==> src/rtl/spi_polygon.sv <==
`default_nettype none
// +--------------------------------------------------------------------------+
// | spi_polygon : polyline drawer sequencing SPI_line / SPI_horizontal edges   |
// | Optional i_abort input enabled by defining SPI_POLYGON_ABORT_EN.           |
// | Rev 1.0                                                                    |
// +--------------------------------------------------------------------------+

module spi_frame_tx #(
    parameter int         DELAY = 2_700_000,
    parameter logic [7:0] CMD   = 8'h00,
    parameter int         NBITS = 36
) (
    input  logic             i_clk,
    input  logic             i_rst,
    input  logic             i_start,
    input  logic [NBITS-1:0] i_data,
    output logic             o_mosi,
    output logic             o_dc,
    output logic             o_cs,
    output logic             o_done
);
    localparam int TOTAL = NBITS + 8;
    localparam int CNT_W = $clog2(TOTAL + 1);

    typedef enum logic [1:0] {P_IDLE, P_INIT, P_SHIFT} pstate_t;
    pstate_t state_q, state_d;

    logic [TOTAL-1:0] sh_q;
    logic [CNT_W-1:0] cnt_q;
    logic [31:0]      dly_q;
    logic             init_q;
    logic             mosi_q, dc_q, cs_q, done_q;

    always_comb begin
        state_d = state_q;
        case (state_q)
            P_IDLE:  if (i_start) state_d = init_q ? P_SHIFT : P_INIT;
            P_INIT:  if (dly_q <= 32'd1) state_d = P_SHIFT;
            P_SHIFT: if (cnt_q == '0) state_d = P_IDLE;
            default: state_d = P_IDLE;
        endcase
    end

    // The init delay is paid only by the first frame after reset.
    always_ff @(posedge i_clk or posedge i_rst) begin
        if (i_rst) begin
            state_q <= P_IDLE;
            sh_q    <= '0;
            cnt_q   <= '0;
            dly_q   <= '0;
            init_q  <= 1'b0;
            mosi_q  <= 1'b0;
            dc_q    <= 1'b0;
            cs_q    <= 1'b1;
            done_q  <= 1'b0;
        end else begin
            state_q <= state_d;
            done_q  <= 1'b0;
            case (state_q)
                P_IDLE: begin
                    if (i_start) begin
                        sh_q  <= {CMD, i_data};
                        cnt_q <= CNT_W'(TOTAL);
                        dly_q <= 32'(DELAY);
                    end
                end
                P_INIT: begin
                    if (dly_q != 32'd0) dly_q <= dly_q - 32'd1;
                    if (dly_q <= 32'd1) init_q <= 1'b1;
                end
                P_SHIFT: begin
                    if (cnt_q != '0) begin
                        mosi_q <= sh_q[TOTAL-1];
                        dc_q   <= (cnt_q <= CNT_W'(NBITS));
                        cs_q   <= 1'b0;
                        sh_q   <= {sh_q[TOTAL-2:0], 1'b0};
                        cnt_q  <= cnt_q - 1'b1;
                    end else begin
                        mosi_q <= 1'b0;
                        dc_q   <= 1'b0;
                        cs_q   <= 1'b1;
                        done_q <= 1'b1;
                    end
                end
                default: ;
            endcase
        end
    end

    assign o_mosi = mosi_q;
    assign o_dc   = dc_q;
    assign o_cs   = cs_q;
    assign o_done = done_q;
endmodule

module SPI_line #(
    parameter int DELAY   = 2_700_000,
    parameter int COORD_W = 9
) (
    input  logic               i_clk,
    input  logic               i_rst,
    input  logic               i_start,
    input  logic [COORD_W-1:0] i_x1,
    input  logic [COORD_W-1:0] i_y1,
    input  logic [COORD_W-1:0] i_x2,
    input  logic [COORD_W-1:0] i_y2,
    output logic               o_mosi,
    output logic               o_dc,
    output logic               o_cs,
    output logic               o_done
);
    spi_frame_tx #(.DELAY(DELAY), .CMD(8'h4C), .NBITS(4*COORD_W)) u_tx (
        .i_clk(i_clk), .i_rst(i_rst), .i_start(i_start),
        .i_data({i_x1, i_y1, i_x2, i_y2}),
        .o_mosi(o_mosi), .o_dc(o_dc), .o_cs(o_cs), .o_done(o_done)
    );
endmodule

module SPI_horizontal #(
    parameter int DELAY   = 2_700_000,
    parameter int COORD_W = 9
) (
    input  logic               i_clk,
    input  logic               i_rst,
    input  logic               i_start,
    input  logic [COORD_W-1:0] i_x1,
    input  logic [COORD_W-1:0] i_x2,
    input  logic [COORD_W-1:0] i_y,
    output logic               o_mosi,
    output logic               o_dc,
    output logic               o_cs,
    output logic               o_done
);
    spi_frame_tx #(.DELAY(DELAY), .CMD(8'h48), .NBITS(3*COORD_W)) u_tx (
        .i_clk(i_clk), .i_rst(i_rst), .i_start(i_start),
        .i_data({i_x1, i_x2, i_y}),
        .o_mosi(o_mosi), .o_dc(o_dc), .o_cs(o_cs), .o_done(o_done)
    );
endmodule

module spi_polygon #(
    parameter int DELAY     = 2_700_000,
    parameter int MAX_VERTS = 8,
    parameter int AW        = 3,
    parameter int COORD_W   = 9
) (
    input  logic               i_clk,
    input  logic               i_rst,
    input  logic               i_wr_en,
    input  logic [AW-1:0]      i_wr_addr,
    input  logic [COORD_W-1:0] i_wr_x,
    input  logic [COORD_W-1:0] i_wr_y,
    input  logic [AW:0]        i_num_verts,
    input  logic               i_closed,
    input  logic               i_start,
`ifdef SPI_POLYGON_ABORT_EN
    input  logic               i_abort,
`endif
    output logic               o_busy,
    output logic               o_mosi,
    output logic               o_dc,
    output logic               o_cs,
    output logic               o_done
);
    typedef enum logic [2:0] {S_IDLE, S_SETUP, S_LAUNCH, S_WAIT, S_FINISH} state_t;
    state_t state_q, state_d;

    logic [COORD_W-1:0] vx_q [MAX_VERTS];
    logic [COORD_W-1:0] vy_q [MAX_VERTS];
    logic [AW:0]        n_q, e_q, k_q;
    logic [COORD_W-1:0] ax_q, ay_q, bx_q, by_q;
    logic               horiz_q, busy_q, done_q, abort_pend_q;

    logic [AW:0]        n_clamp, e_calc, k_next;
    logic [AW-1:0]      idx_a, idx_b;
    logic [COORD_W-1:0] hx1, hx2;
    logic               abort_req, launch, sel_done, active;
    logic               l_mosi, l_dc, l_cs, l_done;
    logic               h_mosi, h_dc, h_cs, h_done;

`ifdef SPI_POLYGON_ABORT_EN
    assign abort_req = i_abort;
`else
    assign abort_req = 1'b0;
`endif

    assign n_clamp = (i_num_verts > (AW+1)'(MAX_VERTS)) ? (AW+1)'(MAX_VERTS) : i_num_verts;
    assign e_calc  = (n_clamp < (AW+1)'(2))  ? '0 :
                     (n_clamp == (AW+1)'(2)) ? (AW+1)'(1) :
                     n_clamp - 1'b1 + {{AW{1'b0}}, i_closed};
    assign k_next  = k_q + 1'b1;
    assign idx_a   = k_q[AW-1:0];
    assign idx_b   = (k_next == n_q) ? '0 : k_next[AW-1:0];
    assign hx1     = (ax_q < bx_q) ? ax_q : bx_q;
    assign hx2     = (ax_q < bx_q) ? bx_q : ax_q;
    assign sel_done = horiz_q ? h_done : l_done;

    always_comb begin
        state_d = state_q;
        case (state_q)
            S_IDLE:   if (i_start) state_d = (e_calc == '0) ? S_FINISH : S_SETUP;
            S_SETUP:  state_d = abort_req ? S_FINISH : S_LAUNCH;
            S_LAUNCH: state_d = abort_req ? S_FINISH : S_WAIT;
            S_WAIT: begin
                if (sel_done)
                    state_d = (k_next == e_q || abort_pend_q || abort_req) ? S_FINISH : S_SETUP;
            end
            S_FINISH: state_d = S_IDLE;
            default:  state_d = S_IDLE;
        endcase
    end

    always_comb begin
        launch = (state_q == S_LAUNCH) && !abort_req;
        active = (state_q == S_LAUNCH) || (state_q == S_WAIT);
        o_mosi = 1'b0;
        o_dc   = 1'b0;
        o_cs   = 1'b1;
        if (active) begin
            o_mosi = horiz_q ? h_mosi : l_mosi;
            o_dc   = horiz_q ? h_dc   : l_dc;
            o_cs   = horiz_q ? h_cs   : l_cs;
        end
    end

    always_ff @(posedge i_clk or posedge i_rst) begin
        if (i_rst) begin
            state_q      <= S_IDLE;
            n_q          <= '0;
            e_q          <= '0;
            k_q          <= '0;
            ax_q         <= '0;
            ay_q         <= '0;
            bx_q         <= '0;
            by_q         <= '0;
            horiz_q      <= 1'b0;
            busy_q       <= 1'b0;
            done_q       <= 1'b0;
            abort_pend_q <= 1'b0;
            for (int i = 0; i < MAX_VERTS; i++) begin
                vx_q[i] <= '0;
                vy_q[i] <= '0;
            end
        end else begin
            state_q <= state_d;
            // Registered so the pulse lands in the cycle after FINISH, with busy already low.
            done_q  <= (state_q == S_FINISH);
            case (state_q)
                S_IDLE: begin
                    if (i_wr_en && ({1'b0, i_wr_addr} < (AW+1)'(MAX_VERTS))) begin
                        vx_q[i_wr_addr] <= i_wr_x;
                        vy_q[i_wr_addr] <= i_wr_y;
                    end
                    if (i_start) begin
                        n_q          <= n_clamp;
                        e_q          <= e_calc;
                        k_q          <= '0;
                        busy_q       <= 1'b1;
                        abort_pend_q <= 1'b0;
                    end
                end
                S_SETUP: begin
                    ax_q    <= vx_q[idx_a];
                    ay_q    <= vy_q[idx_a];
                    bx_q    <= vx_q[idx_b];
                    by_q    <= vy_q[idx_b];
                    horiz_q <= (vy_q[idx_a] == vy_q[idx_b]);
                end
                S_WAIT: begin
                    if (abort_req) abort_pend_q <= 1'b1;
                    if (sel_done)  k_q <= k_next;
                end
                S_FINISH: busy_q <= 1'b0;
                default: ;
            endcase
        end
    end

    SPI_line #(.DELAY(DELAY), .COORD_W(COORD_W)) u_line (
        .i_clk(i_clk), .i_rst(i_rst), .i_start(launch && !horiz_q),
        .i_x1(ax_q), .i_y1(ay_q), .i_x2(bx_q), .i_y2(by_q),
        .o_mosi(l_mosi), .o_dc(l_dc), .o_cs(l_cs), .o_done(l_done)
    );

    SPI_horizontal #(.DELAY(DELAY), .COORD_W(COORD_W)) u_horiz (
        .i_clk(i_clk), .i_rst(i_rst), .i_start(launch && horiz_q),
        .i_x1(hx1), .i_x2(hx2), .i_y(ay_q),
        .o_mosi(h_mosi), .o_dc(h_dc), .o_cs(h_cs), .o_done(h_done)
    );

    assign o_busy = busy_q;
    assign o_done = done_q;
endmodule
`default_nettype wire
==> config.mk <==
export PLATFORM = sky130hd
export DESIGN_NAME = spi_polygon
export DESIGN_NICKNAME = d
export VERILOG_FILES = /design/src/rtl/spi_polygon.sv
export SDC_FILE = /design/constraint.sdc
export NUM_CORES = 1
export LEC_CHECK = 0
export BUFFER_PORTS_ARGS = -buffer_cell sky130_fd_sc_hd__buf_2
export CORE_ASPECT_RATIO = 1.4
export CORE_UTILIZATION = 50
export CTS_CLUSTER_SIZE = 40
export DETAILED_ROUTE_END_ITERATION = 8
export PLACE_DENSITY = 0.66
export SYNTH_ARGS = -nofsm -noshare
export SYNTH_HDL_FRONTEND = slang
export SYNTH_SLANG_ARGS = --single-unit
==> constraint.sdc <==
create_clock -name i_clk -period 15.03 [get_ports i_clk]
set_input_delay 2.2545 -clock i_clk [delete_from_list [all_inputs] [get_ports i_clk]]
set_output_delay 2.2545 -clock i_clk [all_outputs]
set_load 0.01 [all_outputs]
==> impl_metrics.tcl, run 1 <==
set metrics [dict create \
    ff2ff_path_depth 11 \
    setup_ws_ns 10.54 \
    synth_nets 1788 \
    final_core_util_pct 55.4 \
    post_cts_buffers 0 \
    cp.arrival_ns 4.98 \
    firstDrtPassIters 5 \
    hold_slack_ns 0.475 \
    cts-htree-levels 2 \
    die_area_um2 37700 \
    ant_nets 0 \
    nNetsFinal 1781 \
    busiest_layer "met2" \
    syn_avg_cell_area_um2 10.6 \
    ctsResizeCount 0 \
    placed_cells 2161 \
    clk_latency_ns 0.54 \
    synth_enable_flop_cells 0 \
    wire_per_inst_um 18.1 \
    route.detailed.drc 0 \
    dpl_worst_slack_ns 9.85 \
    initial_utilization_pct 50.6 \
    hold_buffers 0 \
    totalWireLength_mm 40.3 \
    clk_pin_slew_ns 0.06 \
    ir_worst_vdd_mv 0.112 \
    grt_use_met2_pct 39.0 \
    hold_violations 0 \
    antenna_found_initial 1 \
    vias 12800 \
    area_growth_pct 9.55 \
    final_cells 2224 \
    crit_family "buffers and inverters" \
    crit_chain "buf_2 > inv_8 > buf_4 > buf_4" \
    die_h_um 229 \
    reg2reg_from "k_q[1]" \
    rows 83 \
    status "complete, no violations" \
    cap_violations 0 \
    fmax_mhz 223 \
    cp_max_fo 142 \
    hp-class "flip-flop to flip-flop" \
    criticalPathCategory "primary input to async pin" \
    die_w_um 164 \
    holdPathEnd "u_horiz.u_tx.sh_q[27]" \
    max_slew_margin_pct 20.8 \
    cts_tree "built" \
    fin_tns_setup_ns 0 \
    slew_violations 0 \
    async_reset_ff_share_pct 100 \
    min_period_ns 4.49 \
    grt_overflow 0 \
    gp_congestion 0.786 \
    finalCritPeriodShare_pct 29.9 \
    synth.cell_area_um2 18500 \
    cts_max_path_buffers 3 \
    core_um2 36600 \
    path_buf_inv 4 \
    power-per-cell-area_nw_per_um2 148 \
    critPathCaptureType "async pin" \
    synth_top_area_share_pct 49.4 \
    ys_ff_latch 367 \
    grtUsageTotal_pct 22.5 \
    tightest_slew_ns 1.19 \
    post-dp-hpwl_mm 25.9 \
    antenna_cells 0 \
    rsz0062_at_grt "false" \
    crit_path_frequent_cell "buf_4" \
    start_kind "primary input" \
    vias_per_cell 5.77 \
    whs_path_depth 2 \
    port_buffers 34 \
    yosysSeqAreaShare_pct 49.7 \
    synthCells 1739 \
    grt_pass1_vias 13100 \
    crit_slowest_cell "buf_4" \
    yosys_warnings 0 \
    grt_max_degree 143 \
    numCtsBuffers 36 \
    synth_cell_type_count 74 \
    grt_use_met1_pct 28.2 \
    grt_pass1_wl_mm 67.5 \
    synthTopCellsByArea "dfrtp_1, mux2_2, mux4_2" \
    clockRootBuffer "clkbuf_16" \
    rrSetupSlack_ns 10.99 \
    clock_sinks 367 \
    layout-drive-gt1-share_pct 18.6 \
    setup_viol 0 \
    hold_start "u_horiz.u_tx.sh_q[27]" \
    p_leak_uw 0.00917 \
    r2r_end "horiz_q" \
    synth_most_common_cell "dfrtp_1" \
    critPathMaxStageDelay_ns 0.93 \
    synth.largest_area_cell "dfrtp_1" \
    ioPinCount 35 \
    drt_iter0_markers 740 \
    required_ns 15.52 \
    synthTopCellsByCount "dfrtp_1, nand2_1, mux2_2, nor2_1" \
    groute.layer.met3.usage_pct 3.57 \
    skew_ns 0.0203 \
    synth-main-ff-cell "dfrtp_1" \
]
## tightest hold or removal path: stages, from the launching register on
cell and delay, ns:
dfrtp_1 0.34, nand2_1 0.05, nand2_1 0.05
## cell type report
cell class	instances	area [um^2]
Tap cell	467	584
Multi-Input combinational cell	1225	8750
Clock inverter	10	138
Inverter	41	161
Fill cell	3215	16300
Clock buffer	53	1050
Sequential cell	367	9190
Timing Repair Buffer	61	373
## flip-flops by register name (all words and copies together), names as in the netlist, 6 cells and up
| name | count |
|---|---|
| u_horiz.u_tx.dly_q | 32 |
| vx_q | 72 |
| bx_q | 9 |
| u_line.u_tx.cnt_q | 6 |
| u_horiz.u_tx.cnt_q | 6 |
| u_line.u_tx.sh_q | 44 |
| u_horiz.u_tx.sh_q | 35 |
| ax_q | 9 |
| u_line.u_tx.dly_q | 32 |
| by_q | 9 |
| ay_q | 9 |
| vy_q | 72 |
## placed cells by master (no fill, tap or decap), types with 5 or more instances in the layout
| cell | netlist | final |
|---|---|---|
| mux2i_1 | 73 | 73 |
| xor2_1 | 32 | 32 |
| a31oi_1 | 32 | 32 |
| o22ai_1 | 5 | 5 |
| inv_1 | 41 | 40 |
| a211oi_1 | 11 | 11 |
| nand2b_1 | 27 | 27 |
| buf_4 | 2 | 27 |
| clkbuf_1 | 78 | 10 |
| and2_1 | 9 | 9 |
| ha_1 | 19 | 19 |
| nor4_1 | 11 | 11 |
| nor2_1 | 146 | 144 |
| a21oi_1 | 98 | 97 |
| mux2_2 | 146 | 146 |
| or2_2 | 5 | 5 |
| and3_1 | 7 | 7 |
| nand3b_1 | 14 | 14 |
| nor3_1 | 29 | 27 |
| a21o_1 | 7 | 7 |
| nor2b_1 | 20 | 19 |
| o21ai_0 | 98 | 98 |
| buf_2 | 16 | 34 |
| mux4_2 | 37 | 37 |
| or3_1 | 29 | 29 |
| nand2_1 | 195 | 195 |
| dfrtp_1 | 365 | 364 |
| clkbuf_16 | 0 | 37 |
| o221ai_1 | 5 | 5 |
| clkbuf_8 | 0 | 6 |
| or4_1 | 10 | 10 |
| o31ai_1 | 5 | 5 |
| nand3_1 | 40 | 40 |
| o311ai_0 | 15 | 15 |
| xnor2_1 | 41 | 41 |
## logic make-up after synthesis
group / share of synthesized area, %
AOI/OAI and AO/OA: 10.0
xor gates and xnor gates: 3.84
adders and majority gates: 1.29
buffers and inverters: 3.22
DFF: 49.7
muxes: 17.4
and+or+nand+nor: 14.6
## per-layer routing
layer	up-vias	part of all wire, %
met2	229	52
met4	2	2.5
met5	-	0.025
met3	62	3.9
li1	6131	-
met1	6412	42
## where the power goes
part	switching (uW)	internal [uW]	leakage (uW)	total, uW
Sequential	175	1180	0.00482	1360
Combinational	391	325	0.00378	716
Clock	381	535	0.000574	916
## per-stage QoR
| step | power, uW | cell area (um^2) |
|---|---|---|
| final | 2990 | 20200 |
| after detailed placement | 2090 | 19100 |
| after global placement | 2060 | 19100 |
| after global routing | 3180 | 20200 |
| after CTS | 3030 | 20200 |
| after floorplan | 1900 | 18500 |
## worst max-delay path by stage
| stage | endpoint | depth (start not counted) | start |
|---|---|---|---|
| after global routing | u_line.u_tx.sh_q[14] | 4 | i_rst |
| after detailed placement | vx_q[67] | 4 | i_rst |
| after CTS | u_line.u_tx.sh_q[14] | 4 | i_rst |
| final | u_line.u_tx.sh_q[14] | 4 | i_rst |
| after floorplan | ax_q[0] | 1 | i_rst |
| after global placement | vx_q[58] | 4 | i_rst |
Power figures use the tool's default switching activity.
==> run 2: changes to the inputs <==
==> constraint.sdc (replaced) <==
create_clock -name i_clk -period 4.5 [get_ports i_clk]
set_input_delay 0.675 -clock i_clk [delete_from_list [all_inputs] [get_ports i_clk]]
set_output_delay 0.675 -clock i_clk [all_outputs]
set_load 0.01 [all_outputs]
==> run 2 against run 1 <==
Against the previous run: sequential power rose to 3.3 times the previous value; final cell count rose by 0.36%; first-iteration DRC count fell by 6.1%; die area did not move; largest cell class unchanged; highest routed layer unchanged.
==> impl_metrics.tcl, run 2 (synthesized netlist as in run 1, its figures left out) <==
set metrics [dict create \
    placed_cells 2166 \
    fmax_mhz 313 \
    rows 83 \
    core_um2 36600 \
    drt_iter0_markers 695 \
    numCtsBuffers 38 \
    totalWireLength_mm 40.8 \
    wire_per_inst_um 18.3 \
    clockRootBuffer "clkbuf_16" \
    slew_violations 0 \
    skew_ns 0.0139 \
    firstDrtPassIters 5 \
    cts-htree-levels 2 \
    hold_buffers 0 \
    setup_viol 0 \
    cts_tree "built" \
    cp.arrival_ns 3.58 \
    final_common_cell "dfrtp_1" \
    min_period_ns 3.20 \
    max_slew_margin_pct 23.1 \
    ioPinCount 35 \
    grt_max_degree 119 \
    required_ns 4.88 \
    final_cells 2232 \
    clock_sinks 367 \
    gp_congestion 0.821 \
    post-dp-hpwl_mm 27.1 \
    vias_per_cell 5.83 \
    grt_pass1_wl_mm 69.0 \
    hp-class "primary input to async pin" \
    ant_nets 0 \
    rsz0062_at_grt "false" \
    ir_worst_vdd_mv 0.356 \
    crit_slowest_cell "buf_4" \
    ctsResizeCount 0 \
    die_area_um2 37700 \
    hold_violations 0 \
    port_buffers 34 \
    grtUsageTotal_pct 23.0 \
    finalCritPeriodShare_pct 71.0 \
    layout-drive-gt1-share_pct 19.2 \
    initial_utilization_pct 50.6 \
    area_growth_pct 10.3 \
    die_h_um 229 \
    antenna_cells 0 \
    grt_overflow 0 \
    cts_max_path_buffers 3 \
    post_cts_buffers 0 \
    layout_common_cells "dfrtp_1, nand2_1, mux2_2, nor2_1, o21ai_0" \
    crit_path_frequent_cell "buf_4" \
    hold_slack_ns 0.174 \
    grt_pass1_vias 13200 \
    cp_max_fo 69 \
    p_leak_uw 0.00924 \
    clk_latency_ns 0.55 \
    cap_violations 0 \
    critPathMaxStageDelay_ns 0.65 \
    start_kind "flip-flop" \
    clk_pin_slew_ns 0.06 \
    criticalPathCategory "flip-flop to flip-flop" \
    status "complete, no violations" \
    critPathCaptureType "flip-flop" \
    crit_chain "buf_4 > buf_4 > mux4_2 > mux2_2 > o221ai_1 > nor4_2 > o211ai_1 > o32ai_1" \
    vias 13000 \
    die_w_um 164 \
    power-per-cell-area_nw_per_um2 496 \
    route.detailed.drc 0 \
    nNetsFinal 1788 \
    antenna_found_initial 1 \
    tightest_slew_ns 1.15 \
    largestRegisters "vx_q (72), vy_q (72), u_line.u_tx.sh_q (44)" \
]
-- run 2: changes by cell type in the layout (fill, tap and decap cells not counted), sizes merged --
| cell | before | now |
|---|---|---|
| buf | 61 | 66 |
| bufinv | 3 | 2 |
| clkinv | 3 | 8 |
| clkinvlp | 2 | 3 |
| inv | 43 | 41 |
-- run 2: path summary, 6_finish.rpt --
kind / from / end / slack [ns] / cells after the start
setup reg to reg: k_q[0] / horiz_q / 1.30 / 8
hold / removal: i_rst / u_line.u_tx.o_done / 0.17 / 2
max in group asynchronous: i_rst / vx_q[61] / 3.31 / 3
setup / recovery: k_q[0] / horiz_q / 1.30 / 8
hold reg to reg: u_horiz.u_tx.o_mosi / u_horiz.u_tx.o_mosi / 0.47 / 2
min in group i_clk: i_closed / e_q[3] / 0.45 / 3
-- run 2: cell type report --
cell class	instances	area, um^2
clock buffer	53	1130
clock inverter	13	128
fill	3164	16200
inverter	41	158
multi-input combinational	1225	8750
sequential	367	9190
tap	467	584
timing repair buffer	66	448
-- run 2: per-layer routing --
layer,global-route usage [%],wire length [um],vias to the layer above
met5,0,8,-
met4,9.17,1330,2
met3,3.26,1230,85
met2,39.6,20800,211
met1,28.9,17400,6549
li1,-,-,6155
-- run 2: critical path, delay by kind of cell (launching register included) --
kind,cells,cell delay [ns]
AOI/OAI and AO/OA,3,0.42
buffers and inverters,2,1.16
DFF,1,0.46
muxes,2,0.88
and+or+nand+nor,1,0.06
-- run 2: through the flow --
| stage | power (uW) | area, um^2 | setup slack [ns] | util [%] | setup TNS (ns) |
|---|---|---|---|---|---|
| after global placement | 6880 | 19100 | 1.31 | 52.3 | 0 |
| final | 10100 | 20400 | 1.30 | 55.8 | 0 |
| after CTS | 10200 | 20400 | 1.29 | 55.8 | 0 |
| after global routing | 10800 | 20400 | 1.06 | 55.8 | 0 |
| after detailed placement | 6990 | 19100 | 1.28 | 52.3 | 0 |
| after floorplan | 6350 | 18500 | -1.10 | - | -400.61 |
-- run 2: power breakdown --
group / leakage, uW / switching (uW) / total, uW / internal [uW]
clock: 0.000620 / 1320 / 3190 / 1870
sequential: 0.00482 / 585 / 4540 / 3960
combinational: 0.00381 / 1280 / 2380 / 1100
total: 0.00924 / 3180 / 10100 / 6930
==> run 3: changes to the inputs <==
--- a/config.mk
+++ b/config.mk
@@ -5,12 +5,13 @@
 export SDC_FILE = /design/constraint.sdc
 export NUM_CORES = 1
 export LEC_CHECK = 0
+export ABC_AREA = 1
 export BUFFER_PORTS_ARGS = -buffer_cell sky130_fd_sc_hd__buf_2
 export CORE_ASPECT_RATIO = 1.4
 export CORE_UTILIZATION = 50
 export CTS_CLUSTER_SIZE = 40
 export DETAILED_ROUTE_END_ITERATION = 8
-export PLACE_DENSITY = 0.66
+export PLACE_DENSITY = 0.68
 export SYNTH_ARGS = -nofsm -noshare
 export SYNTH_HDL_FRONTEND = slang
 export SYNTH_SLANG_ARGS = --single-unit
==> constraint.sdc (replaced) <==
create_clock -name i_clk -period 2.7 [get_ports i_clk]
set_input_delay 0.405 -clock i_clk [delete_from_list [all_inputs] [get_ports i_clk]]
set_output_delay 0.405 -clock i_clk [all_outputs]
set_load 0.01 [all_outputs]
==> run 3 against run 2 <==
Against the previous run: the run now ends with negative hold slack left; combinational power increased to 5.0 times the previous value; synthesized cell count is 40% higher; via count is 26% higher; cell area increased by 3.9%; first-iteration DRC count is 91% higher; sequential share of layout area decreased by 1.7 points; synthesized area up 3.1%; fmax grew 24%.
==> impl_metrics.tcl, run 3 <==
set metrics [dict create \
    status "finished, violations left" \
    violations "negative hold slack" \
    die_h_um 233 \
    fillers 3468 \
    syn_avg_cell_area_um2 7.83 \
    critPathCaptureType "flip-flop" \
    hold_buffers 0 \
    power-per-cell-area_nw_per_um2 1240 \
    wire_per_inst_um 16.0 \
    final_cells 2944 \
    reg2reg_from "k_q[0]" \
    ff2ff_path_depth 15 \
    antenna_found_initial 0 \
    nNetsFinal 2491 \
    fmax_mhz 389 \
    async_reset_ff_share_pct 100 \
    ys_ff_latch 367 \
    placed_cells 2872 \
    yosysSeqAreaShare_pct 48.2 \
    ant_nets 0 \
    min_period_ns 2.57 \
    firstDrtPassIters 6 \
    cts_max_path_buffers 3 \
    synth-main-ff-cell "dfrtp_1" \
    port_buffers 34 \
    synth_top_area_share_pct 47.9 \
    p_sw_share_pct 42.9 \
    hp-class "primary input to async pin" \
    cts_tree "built" \
    rows 84 \
    grt_pass1_wl_mm 78.9 \
    clk_latency_ns 0.54 \
    totalWireLength_mm 47.1 \
    ioPinCount 35 \
    largestRegisters "vx_q (72), vy_q (72), u_line.u_tx.sh_q (44)" \
    drt_iter0_markers 1325 \
    grt_pass1_vias 15800 \
    slew_violations 0 \
    core_um2 37500 \
    grt_overflow 0 \
    cp.arrival_ns 3.00 \
    rsz0062_at_grt "true" \
    clock_sinks 367 \
    area_growth_pct 11.2 \
    post-dp-hpwl_mm 31.9 \
    internal_power_uw 15000 \
    max_slew_margin_pct 24.6 \
    layout-drive-gt1-share_pct 8.94 \
    setup_viol 0 \
    hold_violations 2 \
    rrSetupSlack_ns 0.13 \
    synth.cell_area_um2 19100 \
    initial_utilization_pct 50.8 \
    clk_pin_slew_ns 0.06 \
    layout_common_cells "nand2_1, o21ai_0, dfrtp_1, inv_1, a21oi_1" \
    required_ns 3.14 \
    hold_slack_ns -0.00486 \
    clockRootBuffer "clkbuf_16" \
    combPwrFrac_pct 45.0 \
    die_area_um2 38900 \
    netSwitchingPower_uw 11300 \
    numCtsBuffers 38 \
    synthTopCellsByCount "nand2_1, o21ai_0, dfrtp_1" \
    route.detailed.drc 0 \
    gp_congestion 0.862 \
    vias_per_cell 5.57 \
    synth_most_common_cell "nand2_1" \
    synth_cell_type_count 58 \
    r2r_end "horiz_q" \
    ir_worst_vdd_mv 0.631 \
    final_common_cell "nand2_1" \
    seq_power_share_pct 35.1 \
    skew_ns 0.0153 \
    setup_ws_ns 0.132 \
    synth_nets 2484 \
    grtUsageTotal_pct 24.9 \
    criticalPathCategory "flip-flop to flip-flop" \
    vias 16400 \
    p_leak_uw 0.00982 \
    cts-htree-levels 2 \
    antenna_cells 0 \
    clkPwrFrac_pct 19.9 \
    die_w_um 167 \
    synthTopCellsByArea "dfrtp_1, o21ai_0, nand2_1" \
    synth.largest_area_cell "dfrtp_1" \
    finalCritPeriodShare_pct 95.1 \
    dpl_worst_slack_ns 0.0550 \
    cap_violations 0 \
    tightest_slew_ns 1.13 \
    synth_enable_flop_cells 0 \
    grt_max_degree 83 \
    cp_max_fo 7 \
    start_kind "flip-flop" \
    synthCells 2435 \
    yosys_warnings 0 \
]
==> run 3: changes by cell type after synthesis, sizes merged, moves of 37 or more <==
cell	previous run	this run
a21oi	98	165
inv	41	320
mux2	146	1
mux2i	73	1
mux4	37	0
nand2	195	524
nand3	40	113
o211ai	3	66
o21ai	102	405
xnor2	41	1
==> run 3: worst max path at each step <==
stage	slack, ns	to	from	cells after the start
detailed placement	0.06	horiz_q	k_q[0]	17
global route	-0.05	horiz_q	k_q[0]	15
CTS	0.02	horiz_q	k_q[0]	17
finish	0.13	horiz_q	k_q[0]	15
global placement	0.12	horiz_q	k_q[0]	16
floorplan	-2.63	ax_q[0]	i_rst	1
==> run 3: area by class of cell <==
type | instances | area (um^2) | area share, %
repair inverters | 1 | 5.00 | 0.0236
multi-input cells | 1614 | 8120 | 38.3
repair buffers | 98 | 838 | 3.96
clock buffers | 57 | 1100 | 5.21
inverters | 322 | 1230 | 5.79
clock inverters | 12 | 116 | 0.549
flip-flops and latches | 367 | 9190 | 43.4
well taps | 473 | 592 | 2.79
==> run 3: logic make-up (layout without fill, tap and decap cells) <==
group           Yosys count  count (layout)  share of synthesized area (%)
buf+inv                 454             490                           9.75
compound gates          713             713                           20.8
fa+ha+maj                19              19                           1.25
simple gates            878             878                           19.8
xor+xnor                  2               2                         0.0919
mux                       2               2                          0.112
flops                   367             367                           48.2
==> run 3: what timing repair did <==
| action | in CTS | in global routing |
|---|---|---|
| resized for setup | 0 | 13 |
| endpoints found under the setup margin | 0 | 12 |
| setup buffers | 0 | 1 |
==> run 3: power by group through the flow <==
stage / clock network, uW / logic (uW) / registers (uW)
2_1_floorplan: 0 / 8830 / 8790
3_3_place_gp: 0 / 11200 / 9230
3_5_place_dp: 0 / 11500 / 9280
4_1_cts: 5330 / 11600 / 9210
5_1_grt: 5550 / 13500 / 9480
6_report: 5220 / 11800 / 9230
==> run 3: metrics by stage <==
step	utilization [%]	total power (uW)	area [um^2]	TNS, ns
2_1_floorplan	-	17600	19100	-961.62
3_5_place_dp	53.0	20800	19900	0
3_3_place_gp	53.0	20400	19900	0
4_1_cts	56.2	26100	21100	0
6_report	56.5	26300	21200	0
5_1_grt	56.5	28500	21200	-0.0498
==> run 3: routing by layer <==
layer / wire length (um) / GRT usage [%] / vias to the layer above
met4: 1320 / 8.39 / 0
met2: 23400 / 44.5 / 406
met5: 0 / 0 / -
met3: 2110 / 2.94 / 94
met1: 20300 / 31.1 / 7836
li1: - / - / 8071
==> run 3: critical path, stage by stage (launching register included) <==
cell	delay [ns]
dfrtp_4	0.47
ha_1	0.35
nor2_1	0.12
o21ai_1	0.09
nor2_2	0.15
nand2_4	0.14
nand2_8	0.14
clkinvlp_2	0.27
o21ai_0	0.23
nand3_1	0.11
nand2_1	0.10
nand2_1	0.05
nand2_1	0.06
nor2_1	0.05
nand3_1	0.07
nand2_1	0.05
